===== config.mk =====
export PLATFORM = sky130hd
export DESIGN_NAME = cs161_trace_buffer
export DESIGN_NICKNAME = d
export VERILOG_FILES = /design/src/rtl/cs161_trace_buffer.sv
export SDC_FILE = /design/constraint.sdc
export NUM_CORES = 1
export LEC_CHECK = 0
export ABC_AREA = 1
export BUFFER_PORTS_ARGS = -buffer_cell sky130_fd_sc_hd__buf_2
export CAP_MARGIN = 0
export CORE_MARGIN = 5
export CORE_UTILIZATION = 30
export CTS_BUF_LIST = sky130_fd_sc_hd__clkbuf_16
export DETAILED_ROUTE_END_ITERATION = 8
export HOLD_SLACK_MARGIN = 0.06
export PLACE_DENSITY_LB_ADDON = 0.3
export SYNTH_ARGS = -nofsm -noshare
export SYNTH_HDL_FRONTEND = slang
export SYNTH_SLANG_ARGS = --single-unit

===== constraint.sdc =====
create_clock -name clk -period 4.3 [get_ports clk]
set_input_delay 0.215 -clock clk [delete_from_list [all_inputs] [get_ports clk]]
set_output_delay 0.215 -clock clk [all_outputs]
set_load 0.01 [all_outputs]

===== src/rtl/cs161_trace_buffer.sv =====
// Retirement trace capture FIFO with run-control FSM for the cs161 datapath.
// Optional PC trigger (ARMED state) compiled in with `define TRACE_TRIGGER_EN.
module cs161_trace_buffer #(
  parameter int DEPTH = 16,
  parameter int CW    = $clog2(DEPTH) + 1
) (
  input  logic          clk,
  input  logic          rst,
  input  logic          start,
  input  logic          stop,
  input  logic [31:0]   prog_count,
  input  logic [5:0]    instr_opcode,
  input  logic          reg_write,
  input  logic [4:0]    write_reg_addr,
  input  logic [31:0]   write_reg_data,
  input  logic [31:0]   trig_pc,
  output logic          rd_valid,
  input  logic          rd_ready,
  output logic [31:0]   rd_pc,
  output logic [5:0]    rd_opcode,
  output logic          rd_wen,
  output logic [4:0]    rd_waddr,
  output logic [31:0]   rd_wdata,
  output logic [CW-1:0] count,
  output logic          full,
  output logic [7:0]    drop_count,
  output logic [1:0]    state
);

  localparam int AW = $clog2(DEPTH);

  typedef enum logic [1:0] {
    IDLE  = 2'd0,
    ARMED = 2'd1,
    RUN   = 2'd2
  } st_t;

  typedef struct packed {
    logic [31:0] pc;
    logic [5:0]  op;
    logic        wen;
    logic [4:0]  waddr;
    logic [31:0] wdata;
  } rec_t;

  st_t           st;
  rec_t          mem [DEPTH];
  rec_t          head;
  logic [AW-1:0] wr_ptr;
  logic [AW-1:0] rd_ptr;
  logic [CW-1:0] cnt;
  logic [7:0]    drops;
  logic          match;
  logic          rec;
  logic          pop;
  logic          push;

`ifdef TRACE_TRIGGER_EN
  localparam st_t START_ST = ARMED;
  assign match = (prog_count == trig_pc);
`else
  localparam st_t START_ST = RUN;
  logic unused_trig;
  assign unused_trig = ^trig_pc;
  assign match = 1'b0;
`endif

  assign full     = (cnt == CW'(DEPTH));
  assign rd_valid = (cnt != '0);
  assign pop      = rd_valid & rd_ready;
  assign rec      = !stop && (st == RUN || (st == ARMED && match));
  // A full FIFO still takes the record when the head leaves this cycle.
  assign push     = rec && (!full || pop);

  always_ff @(posedge clk or posedge rst) begin
    if (rst) begin
      st    <= IDLE;
      drops <= '0;
    end else begin
      unique case (st)
        IDLE: begin
          if (start && !stop) begin
            st    <= START_ST;
            drops <= '0;
          end
        end
        ARMED: begin
          if (stop)       st <= IDLE;
          else if (match) st <= RUN;
        end
        RUN: begin
          if (stop) st <= IDLE;
        end
        default: st <= IDLE;
      endcase
      if (rec && !push && drops != 8'hFF)
        drops <= drops + 8'd1;
    end
  end

  always_ff @(posedge clk or posedge rst) begin
    if (rst) begin
      wr_ptr <= '0;
      rd_ptr <= '0;
      cnt    <= '0;
    end else begin
      if (push) wr_ptr <= wr_ptr + 1'b1;
      if (pop)  rd_ptr <= rd_ptr + 1'b1;
      unique case ({push, pop})
        2'b10:   cnt <= cnt + 1'b1;
        2'b01:   cnt <= cnt - 1'b1;
        default: cnt <= cnt;
      endcase
    end
  end

  always_ff @(posedge clk) begin
    if (push)
      mem[wr_ptr] <= '{pc:    prog_count,
                       op:    instr_opcode,
                       wen:   reg_write,
                       waddr: write_reg_addr,
                       wdata: write_reg_data};
  end

  // Head is forced to zero while empty so reset shows clean outputs.
  assign head       = rd_valid ? mem[rd_ptr] : '0;
  assign rd_pc      = head.pc;
  assign rd_opcode  = head.op;
  assign rd_wen     = head.wen;
  assign rd_waddr   = head.waddr;
  assign rd_wdata   = head.wdata;
  assign count      = cnt;
  assign drop_count = drops;
  assign state      = st;

endmodule


Word-level counts from Yosys, hierarchy flattened. Memories as Yosys holds them, arrays and structs flattened. Cells that the tools add are included. Widths: inputs -> output; s select.

Register bits after elaboration: 23. Input bits: 113. RAM bits: 1216. Word-level logic and storage cells: 47. Memories: 1. Output and inout bits: 93.

Bitwise operators: 1. Equal/unequal tests: 8. $add $sub $neg: 5. Mux-type cells: 10. Reduce and logical (&&, ||, !) cells: 17.

Memories: mem (words 16, bits a word 76, read ports 1, clocked after Yosys merged registers in 0, write ports 1, RTL line 47) `rec_t mem [DEPTH];`.

Operators with widths (count): $mux 76 (1); $mux 8 (3); $pmux 5 s2 (1); $add 4x1->4 const B (2); $add 8x1->8 const B (1); $ne 8x8->1 const B (1); $reduce_bool 2->1 (3); $add 5x1->5 const B (1); $eq 5x5->1 const B (1); $logic_and 1x1->1 (5); $reduce_bool 5->1 (1); $sub 5x1->5 const B (1); $eq 2x1->1 const B (2); $eq 2x2->1 const B (2); $mux 2 (2); $pmux 2 s2 (1); $reduce_and 2->1 (2); $logic_not 1->1 (3); $logic_not 2->1 (1); $mux 1 (2); $ne 2x1->1 const B (1); $ne 2x2->1 const B (1); $reduce_or 2->1 (1); $and 1x1->1 (1); $logic_or 1x1->1 (1).

Logic depth before layout (Yosys ltp). Gate-level depths: netlist of the first run.

Depth in word-level cells: 9. Gate-level depth with buffers: 19. Depth with buffers taken out: 19.

Least setup slack after synthesis of the first run. OpenSTA, ideal clock, no wires.

Path kind: reg2reg. Start point: register cnt[2], in the netlist count[2]. End point: memory mem[11][0] (netlist name) (enable). Clock period less this slack: 4.699 ns. Required time: 3.789 ns. Setup time: 0.511 ns. Path buffers: 0. Data arrival time: 4.188 ns. Cell stages (with the launch flop): 7. Setup slack: -0.399 ns. Path through: dfrtp_1 inv_1 nand4_1 o21ai_2 clkinv_1 nand3_1 nor2_1.

Cells in the longest elaborated chain, start to end: 6. Elaborated cells on any way between the ends: 8. Those cells by class: eq/ne: 1; mux: 2; bitwise: 1; reduce/logical: 4.

RTL lines: start: declaration (RTL line 51) `logic [CW-1:0] cnt;`; start signal: assignment (RTL line 110) `2'b10: cnt <= cnt + 1'b1;`; start signal: assignment (RTL line 111) `2'b01: cnt <= cnt - 1'b1;`; start signal: assignment (RTL line 112) `default: cnt <= cnt;`; $eq 5x5->1 or $reduce_bool 5->1 (tied branches) (RTL line 68, 69); $logic_not 1->1 or $and 1x1->1 (tied branches) (RTL line 73, 70); $logic_or 1x1->1 * (RTL line 73) `assign push = rec && (!full || pop);`; $logic_and 1x1->1 * (RTL line 73); $mux 1 * (RTL line 118) `if (push)`; $mux 1 (not written as such) * (RTL line 119) `mem[wr_ptr] <= '{pc: prog_count,`; end: declaration (RTL line 47).

Mark *: on every way between the ends. The rest lies on a longest branch, timed or not.

Worst setup path in the final report of the first run.
Start point: register rd_ptr[0]. End point: output port rd_wdata[5].

Cells in the longest elaborated chain, start to end: 2.

RTL lines: start: declaration (RTL line 50) `logic [AW-1:0] rd_ptr;`; start signal: assignment (RTL line 108) `if (pop) rd_ptr <= rd_ptr + 1'b1;`; $mem_v2 16x76; $mux 76 (RTL line 127) `assign head = rd_valid ? mem[rd_ptr] : '0;`; end: declaration (RTL line 23) `output logic [31:0] rd_wdata,`.

Every way passes these cells.

==> flow_summary.json, run 1 <==
{
  "grt_pass1_vias": 33300,
  "finalSetupViolCount": 0,
  "coreArea_um2": 174000,
  "startpoint_type": "register",
  "numCtsBuffers": 135,
  "path_max_fanout": 239,
  "maxSlewViolCount": 95,
  "cts_buffer_depth": 3,
  "min_period_ns": 4.07,
  "syn_avg_cell_area_um2": 10.6,
  "yosysWarningCount": 0,
  "outcome": "finished with violations",
  "portBuffers": 172,
  "overflow": 0,
  "area_growth_pct": 16.2,
  "ant_nets": 0,
  "worst_slack_ns": 0.227,
  "synth_seq_cells": 1238,
  "end_kind": "output pin",
  "powerDensity_nw_per_um2": 618,
  "syn_area_um2": 52500,
  "clk_pin_slew_worst_paths_ns": 0.06,
  "io_pins": 206,
  "crit_required_ns": 4.09,
  "post_drt_via_cell_ratio": 4.55,
  "ys_async_sr_fraction_pct": 1.78,
  "dp_hpwl_um": 68600,
  "grt_pass1_wl_um": 213000,
  "routedWlPerCell_um": 18.9,
  "peakVddDrop_mv": 0.934,
  "synth_area_leaders": "edfxtp_1, nand2_1, nand3_1, inv_1, buf_2",
  "grt_max_degree": 240,
  "antenna_found_initial": 22,
  "relSlewSlack_pct": -3.48,
  "ys_types": 25,
  "yosys-top-cells-count": "nand2_1, edfxtp_1, nand3_1, inv_1, buf_2",
  "dominantRegCellSynth": "edfxtp_1",
  "postRouteWirelength_um": 143000,
  "hold_class": "in2async",
  "grt_usage_pct": 15.3,
  "clkLatencyLatePin_ns": 0.76,
  "synth_edf_count": 1216,
  "arrival_ns": 3.86,
  "cts_root_buffer": "clkbuf_16",
  "synth_top_area_cell": "edfxtp_1",
  "maxCapViolCount": 0,
  "die_w_um": 428,
  "cts-resized-gates": 0,
  "fin_area_um2": 61000,
  "rows": 153,
  "final_util_pct": 35.1,
  "drt_iter0_drc": 2850,
  "cts_sinks": 1238,
  "holdWs_ns": 0.253,
  "vias": 34600,
  "fmax_mhz": 245,
  "syn_nets": 5065,
  "synth_top_area_share_pct": 69.6,
  "die_h_um": 428,
  "placed_cell_area_um2": 56000,
  "clock-skew-final_ns": 0.0206,
  "die-area_um2": 183000,
  "hold_violations": 0,
  "rsz0062_at_grt": "false",
  "tns_ns": 0,
  "layout-drive-gt1-share_pct": 8.66,
  "ys_seq_area_share_pct": 70.6,
  "postSynthCellCount": 4943,
  "cts_tree": "done",
  "place_congestion": 0.729,
  "htreeDepth": 4,
  "worst_pin_slew_ns": 1.55,
  "failed_checks": "max-slew violations",
  "fillCellCount": 17100,
  "drt_first_pass_iters": 5,
  "synth_most_common_cell": "nand2_1",
  "drc": 0,
  "initial_core_util_pct": 30.2,
  "criticalPathCategory": "reg2out",
  "p_leak_nw": 25.0,
  "dpl_worst_slack_ns": 1.15,
  "final.period_utilization_pct": 94.7,
  "nets": 5269
}
report_power, final:
group | switching (mW) | internal, mW
clock | 4.71 | 6.17
sequential | 0.183 | 13.7
combinational | 9.21 | 3.75
total | 14.1 | 23.6
worst paths after layout:
kind,to,depth (start not counted),slack (ns),from
max,rd_wdata[5],9,0.23,rd_ptr[0]
min,state[1],3,0.25,rst
max reg2reg,mem[5][52],8,1.21,count[2]
min reg2reg,drop_count[6],2,0.56,drop_count[6]
max in group asynchronous,rd_ptr[2],3,3.31,rst
min in group clk,mem[11][60],2,0.38,prog_count[16]
per-layer routing:
layer  wire length [um]  up-vias  part of all wire (%)  global-route usage (%)
met1              63300    16800                    44                    20.2
met4               4360       10                   3.0                    5.34
met5                 59        -                 0.041                       0
met3               7400      243                   5.2                    2.57
li1                   -    16600                     -                       -
met2              68200      842                    48                    25.3
state kept, by name, indices dropped and copies added (netlist names):
name / cells
drop_count: 8
rd_ptr: 4
count: 5
state: 1
mem: 1216
wr_ptr: 4
cell families (layout without fill, tap and decap cells):
| family | after synthesis | in the layout | share of synthesized area, % |
|---|---|---|---|
| compound gates | 85 | 85 | 0.817 |
| xor+xnor | 13 | 13 | 0.217 |
| fa+ha+maj | 9 | 9 | 0.214 |
| buf+inv | 899 | 1212 | 6.95 |
| flops | 1238 | 1238 | 70.6 |
| other cells | 1 | 12 | 0.00714 |
| simple gates | 2698 | 2698 | 21.2 |
placed cells by master, fill, tap and decap left out, types with 4 or more instances in the layout:
master and n:
clkinv_2 15, buf_2 172, nand2_1 1885, nand3_1 781, bufinv_16 4, clkinv_1 28, diode_2 11, xor2_1 10
dfrtp_4 4, inv_1 673, dfrtp_1 18, o21ai_0 8, ha_1 9, nor2_1 7, clkbuf_16 141, nor2_4 17
dlygate4sd3_1 81, buf_12 22, a21oi_1 76, inv_6 10, edfxtp_1 1216, buf_4 54
worst max-delay path, cell delays in order (launching register included):
cell and delay [ns]:
dfrtp_4 0.60, inv_16 0.35, buf_4 0.41, nand2_1 0.07, nand2_1 0.06, nand2_1 0.05
nand3_1 0.09, nand3_1 0.08, a21oi_1 0.49, buf_2 0.23
final cells by class:
type | count | area (um2) | area share [%]
well taps | 2325 | 2910 | 4.77
multi-input cells | 2806 | 11900 | 19.5
repair buffers | 329 | 2520 | 4.13
diodes | 11 | 27.5 | 0.0451
clock inverters | 105 | 617 | 1.01
flip-flops and latches | 1238 | 37100 | 60.8
inverters | 637 | 2430 | 3.98
clock buffers | 141 | 3530 | 5.78
through the flow:
step,power (mW),instances
floorplan,22.3,4943
global placement,27.1,7254
detailed placement,27.1,7254
CTS,38.2,7581
global route,39.9,7586
finish,37.7,7592
repair_timing:
action,CTS,global route
buffers inserted,0,0
endpoints found under the setup margin,0,0
hold endpoints to repair,1252,0
hold buffers,81,0
Note: power is estimated with default switching activity, not from simulation.
==> run 2: changes to the inputs <==
Settings changed: SETUP_SLACK_MARGIN from default to 0.4.
==> flow_summary.json, run 2 (synthesis gave the netlist of run 1 again) <==
{
  "clkLatencyLatePin_ns": 0.76,
  "grt_pass1_wl_um": 213000,
  "r2r-end": "mem[5][52]",
  "startpoint_type": "register",
  "overflow": 0,
  "powerDensity_nw_per_um2": 618,
  "cts_buffer_depth": 3,
  "nets": 5270,
  "drt_first_pass_iters": 7,
  "place_congestion": 0.729,
  "min_period_ns": 3.70,
  "rows": 153,
  "clock-skew-final_ns": 0.0192,
  "fillCellCount": 17100,
  "placed_cell_area_um2": 56000,
  "tns_ns": 0,
  "outcome": "completed",
  "rr_startpoint": "count[2]",
  "clk_pin_slew_worst_paths_ns": 0.06,
  "path_max_fanout": 119,
  "relSlewSlack_pct": 13.2,
  "die_h_um": 428,
  "p_leak_nw": 25.0,
  "cts_sinks": 1238,
  "post_drt_via_cell_ratio": 4.56,
  "drc": 0,
  "crit_required_ns": 4.09,
  "holdWs_ns": 0.247,
  "criticalPathCategory": "reg2out",
  "rsz0062_at_grt": "false",
  "numCtsBuffers": 135,
  "worst_pin_slew_ns": 1.30,
  "die-area_um2": 183000,
  "finalSetupViolCount": 0,
  "grt_usage_pct": 15.3,
  "hold_violations": 0,
  "dp.cells": 7254,
  "fmax_mhz": 270,
  "die_w_um": 428,
  "final.period_utilization_pct": 86.1,
  "regMostFlops": "mem",
  "mostFrequentLayoutCells": "nand2_1, edfxtp_1, nand3_1, inv_1, buf_2",
  "cts_tree": "done",
  "htreeDepth": 4,
  "layout.cells.most_common": "nand2_1",
  "portBuffers": 172,
  "end_kind": "output pin",
  "cts_setup_buffers": 0,
  "grt_max_degree": 240,
  "hold_class": "in2async",
  "maxCapViolCount": 0,
  "grt_pass1_vias": 33300,
  "r2r_setup_slack_ns": 1.22,
  "antenna_found_initial": 22,
  "coreArea_um2": 174000,
  "fin_area_um2": 61000,
  "initial_core_util_pct": 30.2,
  "maxSlewViolCount": 0,
  "io_pins": 206,
  "ff2ff_path_depth": 8,
  "drt_iter0_drc": 2809,
  "vias": 34600,
  "routedWlPerCell_um": 19.0,
  "cts_root_buffer": "clkbuf_16",
  "arrival_ns": 3.49,
  "peakVddDrop_mv": 1.04,
  "area_growth_pct": 16.3,
  "layout-drive-gt1-share_pct": 8.67,
  "final_util_pct": 35.1,
  "ant_nets": 0,
  "dp_hpwl_um": 68600,
  "largest_reg_flops": 1216,
  "postRouteWirelength_um": 145000,
  "stdcell_count": 7594
}
[run 2: changes by cell type in the layout (fill, tap and decap cells not counted)]
cell       before  now
buf_4          54   53
buf_6           0    1
clkinv_16       0    1
diode_2        11   12
inv_16          1    0
inv_8           3    4
[run 2: worst max-delay path by stage]
| stage | end | cells past startpoint | start | slack, ns |
|---|---|---|---|---|
| CTS | rd_waddr[3] | 9 | rd_ptr[0] | 0.39 |
| global placement | mem[5][31] | 8 | count[2] | 1.19 |
| finish | rd_opcode[5] | 8 | rd_ptr[0] | 0.60 |
| detailed placement | mem[4][57] | 8 | count[2] | 1.15 |
| floorplan | mem[11][0] | 6 | count[2] | -0.40 |
| global route | rd_opcode[5] | 8 | rd_ptr[0] | 0.48 |
[run 2: per-layer routing]
layer	share of wire, %	global-route usage, %	wire length (um)
met4	3.1	5.34	4430
met2	48	25.3	68700
met5	0.041	0	59
met1	44	20.2	63900
met3	5.2	2.57	7530
[run 2: where the power goes]
group          switching [mW]  internal (mW)  leakage [nW]  total (mW)
clock network            4.71           6.17          2.19        10.9
logic                    9.26           3.71          11.6        13.0
registers               0.198           13.7          11.2        13.9
[run 2: cell type report]
cell class,count,area [um2],area share [%]
Antenna cell,12,30.0,0.0492
Clock buffer,141,3530,5.78
Clock inverter,105,617,1.01
Inverter,637,2440,3.99
Multi-Input combinational cell,2806,11900,19.5
Sequential cell,1238,37100,60.7
Tap cell,2325,2910,4.77
Timing Repair Buffer,329,2520,4.13
Timing Repair inverter,1,11.3,0.0184
[run 2: per-stage QoR]
step | setup slack (ns) | total power [mW]
global placement | 1.19 | 27.1
global route | 0.476 | 39.9
floorplan | -0.399 | 22.3
CTS | 0.393 | 38.2
finish | 0.599 | 37.7
detailed placement | 1.15 | 27.1
[run 2: critical path, cell delays in order, from the launching register on]
cell,delay (ns)
dfrtp_4,0.63
inv_8,0.67
nand2_1,0.10
nand2_1,0.09
nand2_1,0.05
nand3_1,0.10
nand3_1,0.10
a21oi_1,0.69
buf_2,0.26
[run 2: timing repair]
item	4_1_cts	5_1_grt
gates resized for setup	0	2
endpoints found under the hold margin	1252	0
hold buffers	81	0
cloned	0	1
setup endpoints to repair	2	14
